## config.mk

```make
export PLATFORM = sky130hd
export DESIGN_NAME = multicycle_addsub
export DESIGN_NICKNAME = d
export VERILOG_FILES = /design/src/rtl/addsub_pkg.sv /design/src/rtl/multicycle_addsub_chunk_adder.sv /design/src/rtl/multicycle_addsub.sv
export SDC_FILE = /design/constraint.sdc
export NUM_CORES = 1
export LEC_CHECK = 0
export ABC_AREA = 1
export CORE_ASPECT_RATIO = 2
export CORE_UTILIZATION = 25
export DETAILED_ROUTE_END_ITERATION = 7
export GPL_TIMING_DRIVEN = 1
export PLACE_DENSITY = 0.56
export SETUP_SLACK_MARGIN = 0.2
export SLEW_MARGIN = 20
export SYNTH_ARGS = -nofsm -noshare
export SYNTH_HDL_FRONTEND = slang
export SYNTH_SLANG_ARGS = --single-unit
```

## constraint.sdc

```tcl
create_clock -name clk -period 9.4 [get_ports clk]
set_input_delay 1.88 -clock clk [delete_from_list [all_inputs] [get_ports clk]]
set_output_delay 1.88 -clock clk [all_outputs]
set_load 0.05 [all_outputs]
```

## src/rtl/addsub_pkg.sv

```systemverilog
// Shared types and helpers for the multi-cycle add/subtract unit.
package addsub_pkg;

    typedef enum logic [1:0] {
        IDLE,
        RUN,
        DONE
    } state_t;

    localparam logic OP_ADD = 1'b0;
    localparam logic OP_SUB = 1'b1;

    // True when the datapath can be split into whole chunks.
    function automatic bit width_ok(input int width, input int chunk);
        return (chunk >= 1) && ((width % chunk) == 0);
    endfunction

endpackage

```

## src/rtl/multicycle_addsub_chunk_adder.sv

```systemverilog
// CHUNK-bit ripple-carry adder, reused by the multi-cycle unit on every RUN cycle.
module chunk_adder #(
    parameter int CHUNK = 16
) (
    input  logic [CHUNK-1:0] a,
    input  logic [CHUNK-1:0] b,
    input  logic             cin,
    output logic [CHUNK-1:0] sum,
    output logic             cout
);

    logic c;

    // Carry ripples bit by bit from cin up to the chunk MSB.
    always_comb begin
        c   = cin;
        sum = '0;
        for (int i = 0; i < CHUNK; i++) begin
            sum[i] = a[i] ^ b[i] ^ c;
            c      = (a[i] & b[i]) | (c & (a[i] ^ b[i]));
        end
        cout = c;
    end

endmodule

```

## src/rtl/multicycle_addsub.sv

```systemverilog
// Multi-cycle add/subtract unit, CHUNK bits per cycle with valid/ready handshakes.
// Define MULTICYCLE_ADDSUB_CC_EN to build the zf/sf/cf condition codes; otherwise they read 0.
module multicycle_addsub
    import addsub_pkg::*;
#(
    parameter int WIDTH = 64,
    parameter int CHUNK = 16
) (
    input  logic             clk,
    input  logic             reset,
    input  logic             in_valid,
    output logic             in_ready,
    input  logic             op,
    input  logic [WIDTH-1:0] a,
    input  logic [WIDTH-1:0] b,
    output logic             out_valid,
    input  logic             out_ready,
    output logic [WIDTH-1:0] result,
    output logic             of,
    output logic             zf,
    output logic             sf,
    output logic             cf
);

    localparam int NCHUNK = WIDTH / CHUNK;
    localparam int IDXW   = (NCHUNK > 1) ? $clog2(NCHUNK) : 1;
    localparam logic [IDXW-1:0] LASTIDX = IDXW'(NCHUNK - 1);

    generate
        if (!width_ok(WIDTH, CHUNK)) begin : g_bad_width
            $error("multicycle_addsub: WIDTH must be a positive multiple of CHUNK");
        end
    endgenerate

    state_t           state;
    logic [WIDTH-1:0] areg;
    logic [WIDTH-1:0] breg;
    logic             opreg;
    logic             carry;
    logic [IDXW-1:0]  idx;
    logic [CHUNK-1:0] achunk;
    logic [CHUNK-1:0] bchunk;
    logic [CHUNK-1:0] sum;
    logic             cout;
    logic             ovf;

    // Subtraction feeds the inverted b chunk; the +1 comes from the preloaded carry.
    assign achunk = areg[int'(idx) * CHUNK +: CHUNK];
    assign bchunk = breg[int'(idx) * CHUNK +: CHUNK] ^ {CHUNK{opreg}};

    chunk_adder #(
        .CHUNK(CHUNK)
    ) u_adder (
        .a    (achunk),
        .b    (bchunk),
        .cin  (carry),
        .sum  (sum),
        .cout (cout)
    );

    assign in_ready  = (state == IDLE);
    assign out_valid = (state == DONE);

    // Overflow needs only the operand MSBs and the MSB of the final chunk sum.
    assign ovf = (((areg[WIDTH-1] ^ breg[WIDTH-1]) == (opreg == OP_SUB)) &&
                  (sum[CHUNK-1] != areg[WIDTH-1]));

    always_ff @(posedge clk) begin
        if (reset) begin
            state  <= IDLE;
            areg   <= '0;
            breg   <= '0;
            opreg  <= OP_ADD;
            carry  <= 1'b0;
            idx    <= '0;
            result <= '0;
            of     <= 1'b0;
        end else begin
            case (state)
                IDLE: begin
                    if (in_valid) begin
                        areg  <= a;
                        breg  <= b;
                        opreg <= op;
                        carry <= op;
                        idx   <= '0;
                        state <= RUN;
                    end
                end
                RUN: begin
                    result[int'(idx) * CHUNK +: CHUNK] <= sum;
                    carry <= cout;
                    if (idx == LASTIDX) begin
                        of    <= ovf;
                        state <= DONE;
                    end else begin
                        idx <= idx + 1'b1;
                    end
                end
                DONE: begin
                    if (out_ready) begin
                        state <= IDLE;
                    end
                end
                default: state <= IDLE;
            endcase
        end
    end

`ifdef MULTICYCLE_ADDSUB_CC_EN
    logic zacc;

    // zacc tracks whether every chunk finished so far summed to zero.
    always_ff @(posedge clk) begin
        if (reset) begin
            zacc <= 1'b0;
            zf   <= 1'b0;
            sf   <= 1'b0;
            cf   <= 1'b0;
        end else if (state == IDLE && in_valid) begin
            zacc <= 1'b1;
        end else if (state == RUN) begin
            zacc <= zacc & (sum == '0);
            if (idx == LASTIDX) begin
                zf <= zacc & (sum == '0);
                sf <= sum[CHUNK-1];
                cf <= (opreg == OP_ADD) ? cout : ~cout;
            end
        end
    end
`else
    assign zf = 1'b0;
    assign sf = 1'b0;
    assign cf = 1'b0;
`endif

endmodule

```

==> results of run 1 <==
## registers in the layout, summed over array words and instances, names as in the netlist
signal / count
result: 64
carry: 1
areg: 64
idx: 2
of: 1
state: 2
breg: 64
opreg: 1
## worst max path at each step
| stage | end | depth (start not counted) | from | slack, ns |
|---|---|---|---|---|
| after floorplan | result[31]$_SDFFE_PP0P_ | 28 | idx[1]$_SDFFE_PP0P_ | 2.15 |
| final | result[31]$_SDFFE_PP0P_ | 28 | idx[0]$_SDFFE_PP0P_ | 1.58 |
| after global routing | result[31]$_SDFFE_PP0P_ | 28 | idx[0]$_SDFFE_PP0P_ | 1.16 |
| after CTS | result[31]$_SDFFE_PP0P_ | 28 | idx[0]$_SDFFE_PP0P_ | 1.65 |
| after global placement | result[31]$_SDFFE_PP0P_ | 28 | idx[0]$_SDFFE_PP0P_ | 1.71 |
| after detailed placement | result[31]$_SDFFE_PP0P_ | 28 | idx[0]$_SDFFE_PP0P_ | 1.67 |
## final cells by class
type                            instances  area share (%)
Timing Repair Buffer                  210            17.9
Clock inverter                         14            1.41
Sequential cell                       199            34.2
Clock buffer                           18            3.68
Inverter                               26           0.847
Multi-Input combinational cell        925            37.2
Tap cell                              445            4.77
## cell usage in the layout (no fill, tap or decap), drive strengths merged
| cell | synthesis | layout |
|---|---|---|
| nand3 | 62 | 62 |
| nor2 | 342 | 342 |
| a21oi | 65 | 65 |
| nor3 | 7 | 7 |
| buf | 38 | 12 |
| clkinvlp | 0 | 1 |
| o22ai | 12 | 12 |
| ha | 6 | 6 |
| inv | 24 | 29 |
| o21ai | 167 | 167 |
| clkinv | 2 | 8 |
| or2 | 1 | 1 |
| xor2 | 16 | 16 |
| clkbuf | 56 | 18 |
| clkdlybuf4s50 | 0 | 198 |
| nand2 | 221 | 221 |
| conb | 1 | 3 |
| nand4 | 2 | 2 |
| fa | 16 | 16 |
| dfxtp | 199 | 199 |
| o22a | 4 | 4 |
| a31oi | 1 | 1 |
| bufinv | 0 | 2 |
## layer usage
layer	part of all wire [%]	track usage, %
met5	0	0
met3	3.7	2.41
met1	36	17.1
met4	4.6	9.66
met2	55	32.4
## logic make-up (layout without fill, tap and decap cells)
logic type      Yosys count  count (layout)
compound gates          249             249
flops                   199             199
buf+inv                 120             268
simple gates            635             635
fa+ha+maj                22              22
xor+xnor                 16              16
other cells               1               3
## worst reg2reg max path: cells and delay by family, from the launching register on
| kind | cells | cell delay (ns) |
|---|---|---|
| buffers and inverters | 5 | 1.03 |
| xor gates and xnor gates | 1 | 0.18 |
| and+or+nand+nor | 6 | 0.53 |
| AOI/OAI and AO/OA | 1 | 0.14 |
| DFF | 1 | 0.32 |
| adders and majority gates | 15 | 5.57 |
## metrics by stage
| step | std cells | cell area, sq um | total power [mW] | utilization, % | hold WS (ns) |
|---|---|---|---|---|---|
| after floorplan | 1244 | 8860 | 1.30 | - | 0.450 |
| after global placement | 1804 | 11000 | 1.50 | 31.6 | 0.454 |
| after detailed placement | 1804 | 11000 | 1.50 | 31.6 | 0.458 |
| after CTS | 1836 | 11600 | 2.25 | 33.3 | 0.469 |
| after global routing | 1837 | 11700 | 2.34 | 33.4 | 0.478 |
| final | 1837 | 11700 | 2.23 | 33.4 | 0.467 |
## power by group
group | internal [mW] | total (mW) | switching [mW]
sequential | 0.899 | 0.936 | 0.0370
combinational | 0.201 | 0.545 | 0.344
clock | 0.399 | 0.749 | 0.350
==> results.json, run 1 <==
{
  "drv_slew": 0,
  "outcome": "finished, final reports clean",
  "synth_compound_area_share_pct": 14.5,
  "grt_pass1_vias": 8122,
  "diodes": 0,
  "routed_wl_mm": 30.3,
  "wl_per_cell_microns": 16.5,
  "hpwl_mm": 23.5,
  "cts_made_buffers": 17,
  "clkTransAtPathRegs_ns": 0.07,
  "cts-resized-gates": 0,
  "path_common_cell": "fa_1",
  "synthTopCellsByCount": "340 x nor2_1, 219 x nand2_1, 199 x dfxtp_1",
  "grt_setup_unrepaired": "no",
  "worst_ep_required_time_ns": 9.79,
  "async_flop_share_pct": 0,
  "via_per_inst": 4.59,
  "gr-total-overflow": 0,
  "post-synth-top-area-fraction_pct": 45.0,
  "clk_path_buf_depth": 2,
  "yosys.area.top_type": "dfxtp_1",
  "design.die.area_sq_um": 36200,
  "worst_ep_arrival_time_ns": 8.21,
  "tns_ns": 0,
  "start_util_pct": 25.3,
  "cp_top_family": "adder cells",
  "postLayoutSetupSlackWorst_ns": 1.58,
  "grt_usage_pct": 16.9,
  "drive_gt1_share_pct": 4.02,
  "synth_flop_cell": "dfxtp_1",
  "holdPathStages": 2,
  "pre_cts_slack_ns": 1.67,
  "worstMarginPinSlew_ns": 0.838,
  "timing.rr.start": "idx[0]$_SDFFE_PP0P_",
  "max_freq_mhz": 128,
  "ir_drop_mv": 0.160,
  "h-tree-depth": 4,
  "rows": 97,
  "min_to": "result[52]$_SDFFE_PP0P_",
  "ctsHoldBuffers": 0,
  "io_pins": 203,
  "die_w_microns": 135,
  "critical-path-slowest-cell": "fa_1",
  "die_y_microns": 268,
  "worstSetupEndpointType": "register",
  "grt_antenna_before_repair": 0,
  "finClkSkew_ns": 0.0107,
  "final.min_clock_period_ns": 7.82,
  "synth_area_leaders": "dfxtp_1 45%, nor2_1 14%, o21ai_0 9.4%",
  "path_class": "reg -> reg",
  "reg2reg_slack_ns": 1.58,
  "ys_ff_latch": 199,
  "first_pass_iters": 5,
  "yosysMostFrequentCell": "nor2_1",
  "rr_endpoint": "result[31]$_SDFFE_PP0P_",
  "vias": 8436,
  "portBuffers": 199,
  "synth_xor_xnor_area_share_pct": 1.58,
  "r2r_cells": 28,
  "yosys_warnings": 0,
  "drtIter0Drc": 460,
  "areaGrowthSynthToFinish_pct": 31.8,
  "clkLatencyLatePin_ns": 0.46,
  "synthDistinctLibCells": 28,
  "synth_top_family_by_area": "simple AND/OR/NAND/NOR gates",
  "hold_path_class": "reg -> reg",
  "hold_violations": 0,
  "period_share_pct": 83.2,
  "postSynthCellCount": 1242,
  "register_area_sq_um": 3990,
  "ant_nets": 0,
  "route.detailed.drc": 0,
  "grt_pass1_wl_mm": 45.1,
  "maxCapViolCount": 0,
  "cts_tree": "built",
  "postSynthAreaPerCell_sq_um": 7.13,
  "post_cts_buffers": 0,
  "synth_edf_count": 0,
  "ctsRootBufferMaster": "clkbuf_16",
  "place_congestion": 0.940,
  "syn_area_sq_um": 8850,
  "muxShareOfSynthArea_pct": 0,
  "synth_fa_ha_area_share_pct": 4.47,
  "setup_viol": 0,
  "start_kind": "register",
  "synth-simple-area-share_pct": 28.3,
  "relSlewSlack_pct": 44.1,
  "grt_start_max_net_pins": 107,
  "min_from": "result[52]$_SDFFE_PP0P_",
  "ys_seq_area_share_pct": 45.0,
  "path_buf_inv": 5,
  "coreArea_sq_um": 35000,
  "slowest_delay_ns": 0.43,
  "cts.sinks": 199,
  "num-nets-final": 1534,
  "p_per_area_nw_per_um2": 191,
  "crit_fanout": 30,
  "fill_cells": 3859,
  "multi_input_area_sq_um": 4340,
  "leakage_nw": 4.37
}
Power figures use the tool's default switching activity.
==> run 2, diff against run 1 <==
PLACE_DENSITY = 0.57   (was 0.56)
clock period = 6.35 ns   (was 9.4 ns; I/O delays follow)
==> run 2 against run 1 <==
The flow now finishes with violations (setup timing). Global-route usage about the same. Clock power up 51%. Setup slack worse by 2.0 ns. Total power up 53%. Utilization up 0.89 points. Register-to-register slack worse by 2.0 ns. Largest cell class unchanged.
==> results.json, run 2 (synthesized netlist as in run 1, its figures left out) <==
{
  "outcome": "finished with violations",
  "violations": "setup timing",
  "die_w_microns": 135,
  "clkLatencyLatePin_ns": 0.46,
  "route.detailed.drc": 0,
  "drtIter0Drc": 453,
  "worstMarginPinSlew_ns": 0.950,
  "io_pins": 203,
  "setup_viol": 9,
  "pre_cts_slack_ns": -0.478,
  "wl_met2_mm": 16.4,
  "coreArea_sq_um": 35000,
  "grt_usage_pct": 16.9,
  "h-tree-depth": 4,
  "drive_gt1_share_pct": 8.28,
  "clk_path_buf_depth": 2,
  "design.die.area_sq_um": 36200,
  "wl_per_cell_microns": 16.3,
  "die_y_microns": 268,
  "final.min_clock_period_ns": 6.80,
  "reg2reg_slack_ns": -0.45,
  "maxCapViolCount": 0,
  "num-nets-final": 1555,
  "grt_start_max_net_pins": 80,
  "fill_cells": 3773,
  "postLayoutSetupSlackWorst_ns": -0.453,
  "path_common_cell": "fa_2",
  "portBuffers": 199,
  "start_kind": "register",
  "place_congestion": 0.845,
  "leakage_nw": 4.47,
  "r2r_cells": 28,
  "worst_ep_required_time_ns": 6.74,
  "worst_ep_arrival_time_ns": 7.19,
  "critical-path-slowest-cell": "fa_1",
  "first_pass_iters": 5,
  "grt_antenna_before_repair": 1,
  "routed.top_layer": "met4",
  "finClkSkew_ns": 0.0157,
  "routed_wl_mm": 30.3,
  "ctsRootBufferMaster": "clkbuf_16",
  "cts.sinks": 199,
  "cp_top_family": "adder cells",
  "relSlewSlack_pct": 36.0,
  "gr-total-overflow": 0,
  "largest_registers": "areg x64, breg x64, result x64",
  "startpoint": "idx[0]$_SDFFE_PP0P_",
  "rr_endpoint": "result[47]$_SDFFE_PP0P_",
  "ant_nets": 0,
  "final_common_cell": "nor2_1",
  "max_freq_mhz": 147,
  "dr_wl_met3_microns": 826,
  "wl_met1_mm": 11.1,
  "final_cell_mix": "334 x nor2_1, 213 x nand2_1, 198 x clkdlybuf4s50_1",
  "hold_path_class": "reg -> reg",
  "cts_made_buffers": 17,
  "via_per_inst": 4.53,
  "drv_slew": 0,
  "grt_setup_unrepaired": "yes",
  "hold_violations": 0,
  "crit_fanout": 6,
  "cp-endpoint": "result[47]$_SDFFE_PP0P_",
  "worstSetupEndpointType": "register",
  "crit_cells": 28,
  "p_per_area_nw_per_um2": 284,
  "rows": 97,
  "ir_drop_mv": 0.197,
  "slowest_delay_ns": 0.43,
  "ctsHoldBuffers": 0,
  "tns_ns": -3.06,
  "start_util_pct": 25.3,
  "path_buf_inv": 4,
  "grt_pass1_vias": 8122,
  "path_class": "reg -> reg",
  "clkTransAtPathRegs_ns": 0.07,
  "areaGrowthSynthToFinish_pct": 35.3,
  "period_share_pct": 107,
  "cts_tree": "built",
  "vias": 8422,
  "grt_pass1_wl_mm": 44.9,
  "hpwl_mm": 24.0,
  "timing.rr.start": "idx[0]$_SDFFE_PP0P_",
  "final_util_pct": 34.3
}
run 2: cell types whose count changed in the layout (fill, tap and decap cells not counted), sizes merged:
cell / previous run / this run
clkinv: 8 / 5
diode: 0 / 1
clkinvlp: 1 / 3
clkbuf: 18 / 19
buf: 12 / 33
run 2: how the worst min path moves through the flow:
stage                                  startpoint                      end  depth (start not counted)  slack (ns)
after detailed placement  result[60]$_SDFFE_PP0P_  result[60]$_SDFFE_PP0P_                          2        0.46
after global routing              of$_SDFFE_PP0P_          of$_SDFFE_PP0P_                          2        0.48
after CTS                 result[60]$_SDFFE_PP0P_  result[60]$_SDFFE_PP0P_                          2        0.47
final                     result[60]$_SDFFE_PP0P_  result[60]$_SDFFE_PP0P_                          2        0.47
after global placement    result[60]$_SDFFE_PP0P_  result[60]$_SDFFE_PP0P_                          2        0.46
after floorplan             areg[16]$_SDFFE_PP0P_    areg[16]$_SDFFE_PP0P_                          2        0.45
run 2: report_power, final:
part           internal (mW)  switching (mW)  total [mW]  leakage [nW]
clock                  0.613           0.517        1.13         0.292
combinational          0.357           0.531       0.888          2.54
sequential              1.33          0.0574        1.39          1.64
total                   2.30            1.10        3.41          4.47
run 2: cell type report:
type	instances	area, sq um	share of cell area, %
multi-input cells	925	4460	37.2
flip-flops and latches	199	3990	33.3
repair buffers	231	2250	18.8
well taps	445	557	4.65
clock buffers	19	453	3.78
clock inverters	13	163	1.36
inverters	26	101	0.846
diodes	1	2.50	0.0209
run 2: worst reg2reg max path: cells and delay by family, from the launching register on:
family / cells / cell delay [ns]
AND/OR/NAND/NOR: 6 / 0.47
buffers and inverters: 4 / 0.27
adder cells (fa/ha/maj): 16 / 5.24
flip-flops: 1 / 0.40
XOR/XNOR: 1 / 0.18
AO/OA/AOI/OAI: 1 / 0.16
run 2: timing repair:
item                                    4_1_cts  5_1_grt
endpoints found under the setup margin       14       17
pin swaps                                     3        9
setup buffers                                 2        1
gates resized for setup                      21        8
cloned                                        0        0
run 2: metal layers:
metal / global-route usage [%] / up-vias
li1: - / 4297
met1: 16.9 / 3851
met2: 31.7 / 216
met3: 1.91 / 58
met4: 12.6 / 0
met5: 0 / -
run 2: per-stage QoR:
| step | area, sq um | hold WS [ns] | cells | total power, mW |
|---|---|---|---|---|
| after floorplan | 8950 | 0.450 | 1244 | 1.94 |
| after global placement | 11200 | 0.455 | 1823 | 2.26 |
| after detailed placement | 11200 | 0.456 | 1823 | 2.27 |
| after CTS | 11900 | 0.468 | 1857 | 3.42 |
| after global routing | 12000 | 0.484 | 1859 | 3.58 |
| final | 12000 | 0.466 | 1859 | 3.41 |
